File: src/rtl/if_prefetch_pkg.sv
// Shared types for the instruction-fetch prefetch buffer.
package if_prefetch_pkg;

    localparam int INST_W = 32;

    typedef enum logic [0:0] {
        RUN   = 1'b0,
        DRAIN = 1'b1
    } state_e;

    typedef struct packed {
        logic [INST_W-1:0] inst;
        logic [31:0]       next_adr;
    } fifo_ent_t;

endpackage

File: src/rtl/if_prefetch_fifo.sv
// Prefetch storage: power-of-two circular buffer with synchronous push/pop/clear.
// Clear wins over push and pop in the same cycle.
module if_prefetch_fifo
    import if_prefetch_pkg::*;
#(
    parameter int DEPTH = 4
) (
    input  logic                   clk,
    input  logic                   rst,
    input  logic                   i_push,
    input  logic                   i_pop,
    input  logic                   i_clear,
    input  fifo_ent_t              i_data,
    output fifo_ent_t              o_head,
    output logic [$clog2(DEPTH):0] o_count,
    output logic                   o_full,
    output logic                   o_empty
);

    localparam int AW = $clog2(DEPTH);

    fifo_ent_t        r_mem [DEPTH];
    logic [AW-1:0]    r_wp;
    logic [AW-1:0]    r_rp;
    logic [AW:0]      r_count;
    logic             w_wr;
    logic             w_rd;

    assign w_wr    = i_push & ~i_clear;
    assign w_rd    = i_pop & ~o_empty & ~i_clear;
    assign o_head  = r_mem[r_rp];
    assign o_count = r_count;
    assign o_full  = (r_count == DEPTH[AW:0]);
    assign o_empty = (r_count == '0);

    // Pointer and occupancy bookkeeping; pointers wrap naturally at DEPTH.
    always_ff @(posedge clk or negedge rst) begin
        if (!rst) begin
            r_wp    <= '0;
            r_rp    <= '0;
            r_count <= '0;
        end else if (i_clear) begin
            r_wp    <= '0;
            r_rp    <= '0;
            r_count <= '0;
        end else begin
            if (w_wr) r_wp <= r_wp + 1'b1;
            if (w_rd) r_rp <= r_rp + 1'b1;
            r_count <= r_count + {{AW{1'b0}}, w_wr} - {{AW{1'b0}}, w_rd};
        end
    end

    // Entry storage; contents are don't-care until written.
    always_ff @(posedge clk) begin
        if (w_wr) r_mem[r_wp] <= i_data;
    end

endmodule

File: src/rtl/if_prefetch.sv
// Instruction prefetch front end: issues up to two outstanding word fetches,
// buffers returned instructions, and flushes/drains on redirect.
// Build option: IF_PREFETCH_BYPASS_EN forwards a response straight to the
// output when the buffer is empty, saving one cycle of latency.
module if_prefetch
    import if_prefetch_pkg::*;
#(
    parameter int          DEPTH    = 4,
    parameter logic [31:0] RESET_PC = 32'h0
) (
    input  logic              clk,
    input  logic              rst,
    input  logic              redirect,
    input  logic [31:0]       redirect_adr,
    output logic              imem_req,
    output logic [31:0]       imem_addr,
    input  logic              imem_gnt,
    input  logic              imem_rvalid,
    input  logic [INST_W-1:0] imem_rdata,
    output logic              out_valid,
    input  logic              out_ready,
    output logic [INST_W-1:0] out_inst,
    output logic [31:0]       out_next_adr
);

    localparam int CW = $clog2(DEPTH) + 1;
    localparam logic [CW:0] OCC_MAX = DEPTH[CW:0];

    state_e      r_state;
    logic [31:0] r_fetch_pc;
    logic [31:0] r_rsp_pc;     // address of the next response we intend to keep
    logic [1:0]  r_outst;      // all in-flight requests, dropped ones included
    logic [1:0]  r_drop;

    logic          w_rsp;
    logic          w_keep;
    logic          w_acc;
    logic          w_push;
    logic          w_pop;
    logic          w_empty;
    logic          w_full;
    logic [1:0]    w_left;
    logic [CW-1:0] w_count;
    logic [CW:0]   w_occ;
    fifo_ent_t     w_head;
    fifo_ent_t     w_wdata;

    // A response with nothing outstanding belongs to a pre-reset request.
    assign w_rsp   = imem_rvalid & (r_outst != 2'd0);
    assign w_keep  = w_rsp & (r_state == RUN) & ~redirect;
    assign w_left  = r_outst - {1'b0, w_rsp};
    assign w_occ   = {1'b0, w_count} + {{(CW-1){1'b0}}, r_outst};
    assign w_wdata = '{inst: imem_rdata, next_adr: r_rsp_pc + 32'd4};

    // Every in-flight request owns a buffer slot, so a response always fits.
    assign imem_req  = rst & (r_state == RUN) & ~redirect &
                       (r_outst != 2'd2) & (w_occ < OCC_MAX);
    assign imem_addr = r_fetch_pc;
    assign w_acc     = imem_req & imem_gnt;

`ifdef IF_PREFETCH_BYPASS_EN
    logic w_byp;
    assign w_byp        = w_empty & w_keep;
    assign out_valid    = (~w_empty & ~redirect) | w_byp;
    assign out_inst     = w_byp ? imem_rdata       : (w_empty ? '0 : w_head.inst);
    assign out_next_adr = w_byp ? w_wdata.next_adr : (w_empty ? '0 : w_head.next_adr);
    assign w_pop        = ~w_empty & ~redirect & out_ready;
    assign w_push       = w_keep & ~(w_byp & out_ready) & (~w_full | w_pop);
`else
    assign out_valid    = ~w_empty & ~redirect;
    assign out_inst     = w_empty ? '0 : w_head.inst;
    assign out_next_adr = w_empty ? '0 : w_head.next_adr;
    assign w_pop        = out_valid & out_ready;
    assign w_push       = w_keep & (~w_full | w_pop);
`endif

    if_prefetch_fifo #(.DEPTH(DEPTH)) u_fifo (
        .clk     (clk),
        .rst     (rst),
        .i_push  (w_push),
        .i_pop   (w_pop),
        .i_clear (redirect),
        .i_data  (w_wdata),
        .o_head  (w_head),
        .o_count (w_count),
        .o_full  (w_full),
        .o_empty (w_empty)
    );

    // Fetch PC, in-flight tracking and the RUN/DRAIN discard state.
    always_ff @(posedge clk or negedge rst) begin
        if (!rst) begin
            r_state    <= RUN;
            r_fetch_pc <= RESET_PC;
            r_rsp_pc   <= RESET_PC;
            r_outst    <= 2'd0;
            r_drop     <= 2'd0;
        end else begin
            r_outst <= w_left + {1'b0, w_acc};
            if (redirect) begin
                r_fetch_pc <= redirect_adr;
                r_rsp_pc   <= redirect_adr;
                r_drop     <= w_left;
                r_state    <= (w_left != 2'd0) ? DRAIN : RUN;
            end else begin
                if (w_acc)  r_fetch_pc <= r_fetch_pc + 32'd4;
                if (w_keep) r_rsp_pc   <= r_rsp_pc + 32'd4;
                if ((r_state == DRAIN) && w_rsp) begin
                    r_drop <= r_drop - 2'd1;
                    if (r_drop == 2'd1) r_state <= RUN;
                end
            end
        end
    end

endmodule

File: config.mk
export PLATFORM = sky130hd
export DESIGN_NAME = if_prefetch
export DESIGN_NICKNAME = d
export VERILOG_FILES = /design/src/rtl/if_prefetch_pkg.sv /design/src/rtl/if_prefetch_fifo.sv /design/src/rtl/if_prefetch.sv
export SDC_FILE = /design/constraint.sdc
export NUM_CORES = 1
export LEC_CHECK = 0
export ABC_AREA = 1
export ABC_CLOCK_PERIOD_IN_PS = 5700
export BUFFER_PORTS_ARGS = -buffer_cell sky130_fd_sc_hd__buf_2
export CAP_MARGIN = 20
export CORE_UTILIZATION = 59
export DETAILED_ROUTE_END_ITERATION = 6
export GPL_TIMING_DRIVEN = 0
export PLACE_DENSITY = 0.8
export SETUP_SLACK_MARGIN = 0.3
export SLEW_MARGIN = 20
export SYNTH_ARGS = -nofsm -noshare
export SYNTH_HDL_FRONTEND = slang
export SYNTH_SLANG_ARGS = --single-unit
File: constraint.sdc
create_clock -name clk -period 5.7 [get_ports clk]
set_clock_uncertainty 0.2 [all_clocks]
set_input_delay 0.57 -clock clk [delete_from_list [all_inputs] [get_ports clk]]
set_output_delay 0.57 -clock clk [all_outputs]
set_load 0.1 [all_outputs]
After elaboration in Yosys (flattened, before gate mapping)
Memory sizes are Yosys's and may differ from the RTL's.
Index checks and enable logic that the tools add are counted.
{"block": "totals", "regBits": 76, "ramBits": 256, "output_inout_bits": 98, "word_cells": 72, "memories": 1, "inputBits": 70}
{"name": "u_fifo.r_mem", "words": 4, "width": 64, "rd": 1, "rd_ports_with_merged_regs": 0, "write_ports": 1, "line_no": "if_prefetch_fifo.sv:22", "text": "fifo_ent_t r_mem [DEPTH];"}
{"block": "classes", "mux": 19, "reduce_logical": 11, "addsub": 10, "eq_ne": 3, "bitwise_logic": 19, "magnitude_cmp": 1}
{"op": "$mux W32", "n": 6}
{"op": "$add A32 B3 Y32 const B", "n": 2}
{"op": "$reduce_bool A2 Y1", "n": 8}
{"op": "$and A1 B1 Y1", "n": 14}
{"op": "$mux W2", "n": 6}
{"op": "$mux W1", "n": 6}
{"op": "$add A2 B1 Y2 const B", "n": 2}
{"op": "$add A3 B2 Y4", "n": 1}
{"op": "$lt A4 B3 Y1 const B", "n": 1}
{"op": "$not A1 Y1", "n": 4}
{"op": "$add A3 B1 Y3", "n": 1}
{"op": "$eq A3 B3 Y1 const B", "n": 1}
{"op": "$logic_not A3 Y1", "n": 1}
{"op": "$mux W3", "n": 1}
{"op": "$sub A3 B1 Y3", "n": 1}
{"op": "$add A2 B1 Y2", "n": 1}
{"op": "$eq A2 B1 Y1 const B", "n": 1}
{"op": "$ne A2 B2 Y1 const B", "n": 1}
{"op": "$reduce_and A2 Y1", "n": 1}
{"op": "$sub A2 B1 Y2", "n": 1}
{"op": "$sub A2 B1 Y2 const B", "n": 1}
{"op": "$logic_and A1 B1 Y1", "n": 1}
{"op": "$or A1 B1 Y1", "n": 1}

Longest topological paths before layout
{"block": "logic_depth", "word_depth": 10, "depth_mapped": 13, "mapped_depth_nobuf": 13}

Modules after synthesis
A second synthesis with hierarchy kept.
{"block": "hier_totals", "cells_unflattened": 1582, "area_unflattened_um2": 15469.8}
{"module": "if_prefetch_fifo", "n_inst": 1, "cells_each": 678, "area_each_um2": 9937.0}
{"module": "if_prefetch", "n_inst": 1, "cells_each": 904, "area_each_um2": 5532.8}

Worst setup path before layout
OpenSTA, ideal clock, no wires.
{"block": "synth_timing", "kind": "in2reg", "from": "input port redirect", "to": "memory u_fifo.r_mem[0][0] (netlist bit) (enable)", "path_slack_ns": 1.289, "setup_ns": 0.487, "n_path_buf": 0, "arrival_ns": 3.725, "path_stages": 5, "t_required_ns": 5.013, "path_cell_list": "inv_2 > nand3_1 > nand3_1 > nand2_1 > nor2_1"}
{"block": "synth_via", "elab_chain_len": 8, "elab_cells_between_ends": 9, "classes_between": "mux: 2; bitwise: 7"}
{"item": "start: declaration", "line_no": "if_prefetch.sv:13", "text": "input logic redirect,"}
{"item": "$not A1 Y1 *", "line_no": "if_prefetch_fifo.sv:29, if_prefetch.sv:50, if_prefetch.sv:70"}
{"item": "$and A1 B1 Y1", "line_no": "if_prefetch.sv:70", "text": "assign out_valid = ~w_empty & ~redirect;"}
{"item": "$and A1 B1 Y1", "line_no": "if_prefetch.sv:73", "text": "assign w_pop = out_valid & out_ready;"}
{"item": "$or A1 B1 Y1", "line_no": "if_prefetch.sv:74", "text": "assign w_push = w_keep & (~w_full | w_pop);"}
{"item": "$and A1 B1 Y1", "line_no": "if_prefetch.sv:74"}
{"item": "$and A1 B1 Y1 *", "line_no": "if_prefetch_fifo.sv:29", "text": "assign w_wr = i_push & ~i_clear;"}
{"item": "$mux W1 *", "line_no": "if_prefetch_fifo.sv:55", "text": "if (w_wr) r_mem[r_wp] <= i_data;"}
{"item": "$mux W1 (implied by the code) *", "line_no": "if_prefetch_fifo.sv:55"}
{"item": "end: declaration", "line_no": "if_prefetch_fifo.sv:22"}
Every way passes the cells marked *; elsewhere a longest branch is shown, timed or not.

Worst setup path after layout
{"block": "layout_timing", "from": "register u_fifo.r_rp[0]", "to": "output port out_next_adr[9]"}
{"block": "layout_via", "elab_chain_len": 2}
{"item": "start: declaration", "line_no": "if_prefetch_fifo.sv:24", "text": "logic [AW-1:0] r_rp;"}
{"item": "start signal: assignment", "line_no": "if_prefetch_fifo.sv:48", "text": "if (w_rd) r_rp <= r_rp + 1'b1;"}
{"item": "$mem_v2 Z4 W64"}
{"item": "$mux W32", "line_no": "if_prefetch.sv:72", "text": "assign out_next_adr = w_empty ? '0 : w_head.next_adr;"}
{"item": "end: declaration", "line_no": "if_prefetch.sv:23", "text": "output logic [31:0] out_next_adr"}
No other way between the ends.

==> run metrics <==
Pwr Density=roughly 540 nW/um^2; clock transition at the registers of the reported paths=approximately 60 ps; worst skew pair latency=approximately 520 ps; routability-driven placement congestion ratio=about 1; Power Total=9600 uW; htree depth=2; most frequent cells in the layout=nor2_1, nand2_1, edfxtp_1; # rows=58; Worst EP arrival=roughly 2800 ps; critical path class=flop to output pin; worst-margin pin slew=approximately 850 ps; core area=around 25000 sq um; failing checks=design-rule violations; crit path buf inv count=4; vias in the first global route=about 12000; Via density=5.65; pin count of the biggest net entering global routing=43; ys async rst share=0.229; Post-CTS Repair Setup Buffers=0; share of cells above drive strength 1=0.164; # Max-Cap Violations=0; Psw=between 4000 and 5000 uW; worst hold path class=input pin to flop; slowest cell delay on critical path=approximately 490 ps; Die Ht=roughly 160 microns; final worst path period share=0.625; PostCTS Resize Cnt=0; Layout Nets=around 1900; first-pass GRT wire length=around 60 mm; Die Wd=around 160 microns; Clock Sinks=between 300 and 400; library cells used by synthesis=37; initial antenna violation count=0; Worst Path Max Fanout=10; die area=around 26000 sq um; Sw Share=0.489; Slew headroom=0.431; syn nets=approximately 1700; Port Buf Inserts=~170; commonest non-fill, non-tap cell in the layout=nor2_1; Synth Register Bits=332; CTS tree=done; GRT Overall Usage=0.302; DRT Pass-1 Iters=7; io pins=168; EDFF count, synth=256; LEAKAGE=0.00732 uW; Peak VDD IR=about 460 uV; clock share of power=0.234; Routed Antenna Nets=0; final slew viol count=0; final hold vios=0; Initial Util=0.603; final worst slack=2140 ps; most frequent CP cell=buf_2; CP endpoint kind=output pin; WL/cell=18.4 microns; clock root buffer=clkbuf_16; layout filler cell count=about 1800; Crit path max-delay family=buffers and inverters; Diodes inserted=0; P_int=4900 uW; Setup crit start kind=flop; Synth Warn #=0; CTS Buf Count=35; routed wire length=a little under 40 mm; Primary FF master, synth=edfxtp_1; # setup viols final=0; Synth Instances=approximately 1600; Crit path required time=roughly 5000 ps; Max Root-Sink Buffers=3; drt drc=5; fmax=281 MHz; via count=approximately 12000; RSZ-0062 raised after global routing=false; Seq/Total Area, Yosys=0.632; crit path time final=between 3000 and 4000 ps; Netlist Area Pre-Place=15200 sq um; total gr overflow=0; Mapped Avg Cell Area=between 9 and 10 sq um; DP Wirelength=between 20 and 30 mm; hold buffers post-CTS=1; Critical Path Slowest Stage Cell=clkbuf_1; Area growth syn-to-layout=17.6%; Comb power frac=0.449; Reg power frac=0.317; DR iter-0 viols=~1500; status=complete, but fails checks; crit-path cells=inv_2 > buf_2 > clkbuf_1 > o21ai_0 > a21oi_1 > buf_2; DP Worst Slack=about 2300 ps
[layer usage]
layer	share of wire	up-vias	global-route usage
met5	0	-	0
met2	0.49	698	0.512
met4	0.035	0	0.124
li1	-	5729	-
met1	0.38	5656	0.393
met3	0.092	92	0.0410
[power by group through the flow]
stage / Sequential, uW / Clock [uW] / Combinational [uW]
2_1_floorplan: 3290 / 0 / 3140
4_1_cts: 3040 / 2260 / 4290
3_5_place_dp: 3080 / 0 / 4270
5_1_grt: 3060 / 2360 / 4530
3_3_place_gp: 3090 / 0 / 4160
6_report: 3040 / 2250 / 4300
[kinds of logic after synthesis]
family	synth area share
buffers and inverters	0.0440
AOI/OAI and AO/OA	0.0851
adders and majority gates	0.0112
xor gates and xnor gates	0.0120
DFF	0.632
and+or+nand+nor	0.216
[layout make-up]
type	count	area, sq um	share of cell area
tap	330	413	0.0231
multi-input combinational	1082	4950	0.277
clock buffer	40	926	0.0518
buffer	67	293	0.0164
sequential	332	9590	0.537
inverter	100	375	0.0210
clock inverter	24	216	0.0121
timing repair buffer	178	1090	0.0612
[final timing paths]
check,slack (ps),start,to,cells past startpoint
setup / recovery,2140,u_fifo.r_rp[0],out_next_adr[9],6
hold / removal,70,imem_rdata[4],u_fifo.r_mem[0][36],1
setup reg to reg,2630,u_fifo.o_count[1],u_fifo.r_mem[0][39],8
hold reg to reg,270,imem_addr[0],imem_addr[0],2
max in group asynchronous,4340,rst,r_rsp_pc[1],3
min in group asynchronous,370,rst,imem_addr[29],2
[state kept, by name, indices dropped and copies added (netlist names)]
name and count:
imem_addr 32, u_fifo.r_mem 256, u_fifo.r_rp 2, r_state 1
r_rsp_pc 32, u_fifo.o_count 3, r_drop 2, u_fifo.r_wp 2
r_outst 2
[cell usage after synthesis (2+ instances only)]
cell        n  share of area
and2_1      6         0.0025
nand3_1    87          0.029
inv_1      92          0.023
o211ai_1    7         0.0035
nand2_1   312          0.077
buf_1      18         0.0045
buf_4       2        0.00099
o21bai_1    2        0.00099
o21a_1      2        0.00099
or2_2       5         0.0021
nand3b_1    7         0.0035
nor2_1    353          0.087
nand4_1     5         0.0021
o22ai_1     4         0.0016
dfrtp_1    76           0.13
inv_2       8         0.0020
buf_2      27         0.0089
clkbuf_1   20         0.0049
nor3_1      2        0.00066
ha_1       12         0.0099
edfxtp_1  256           0.51
xor2_1     10         0.0058
xnor2_1     9         0.0052
nand3_2     2         0.0013
a31oi_1     6         0.0025
nor2_4      4         0.0030
o21ai_0   147          0.048
nor2_2     12         0.0049
nand2_2     3         0.0012
a21oi_1    78          0.026
[per-stage QoR]
step                instances  hold WS (ps)  instance area (sq um)  TNS (ps)   util
global route             2153          55.1                  17900         0  0.709
finish                   2153          69.2                  17900         0  0.709
CTS                      2153          56.3                  17900         0  0.709
global placement         2078           256                  16400   -260850  0.652
detailed placement       2088           258                  16700         0  0.663
floorplan                1581          74.4                  15200         0      -
No activity file was read; power rests on OpenSTA's default activity.
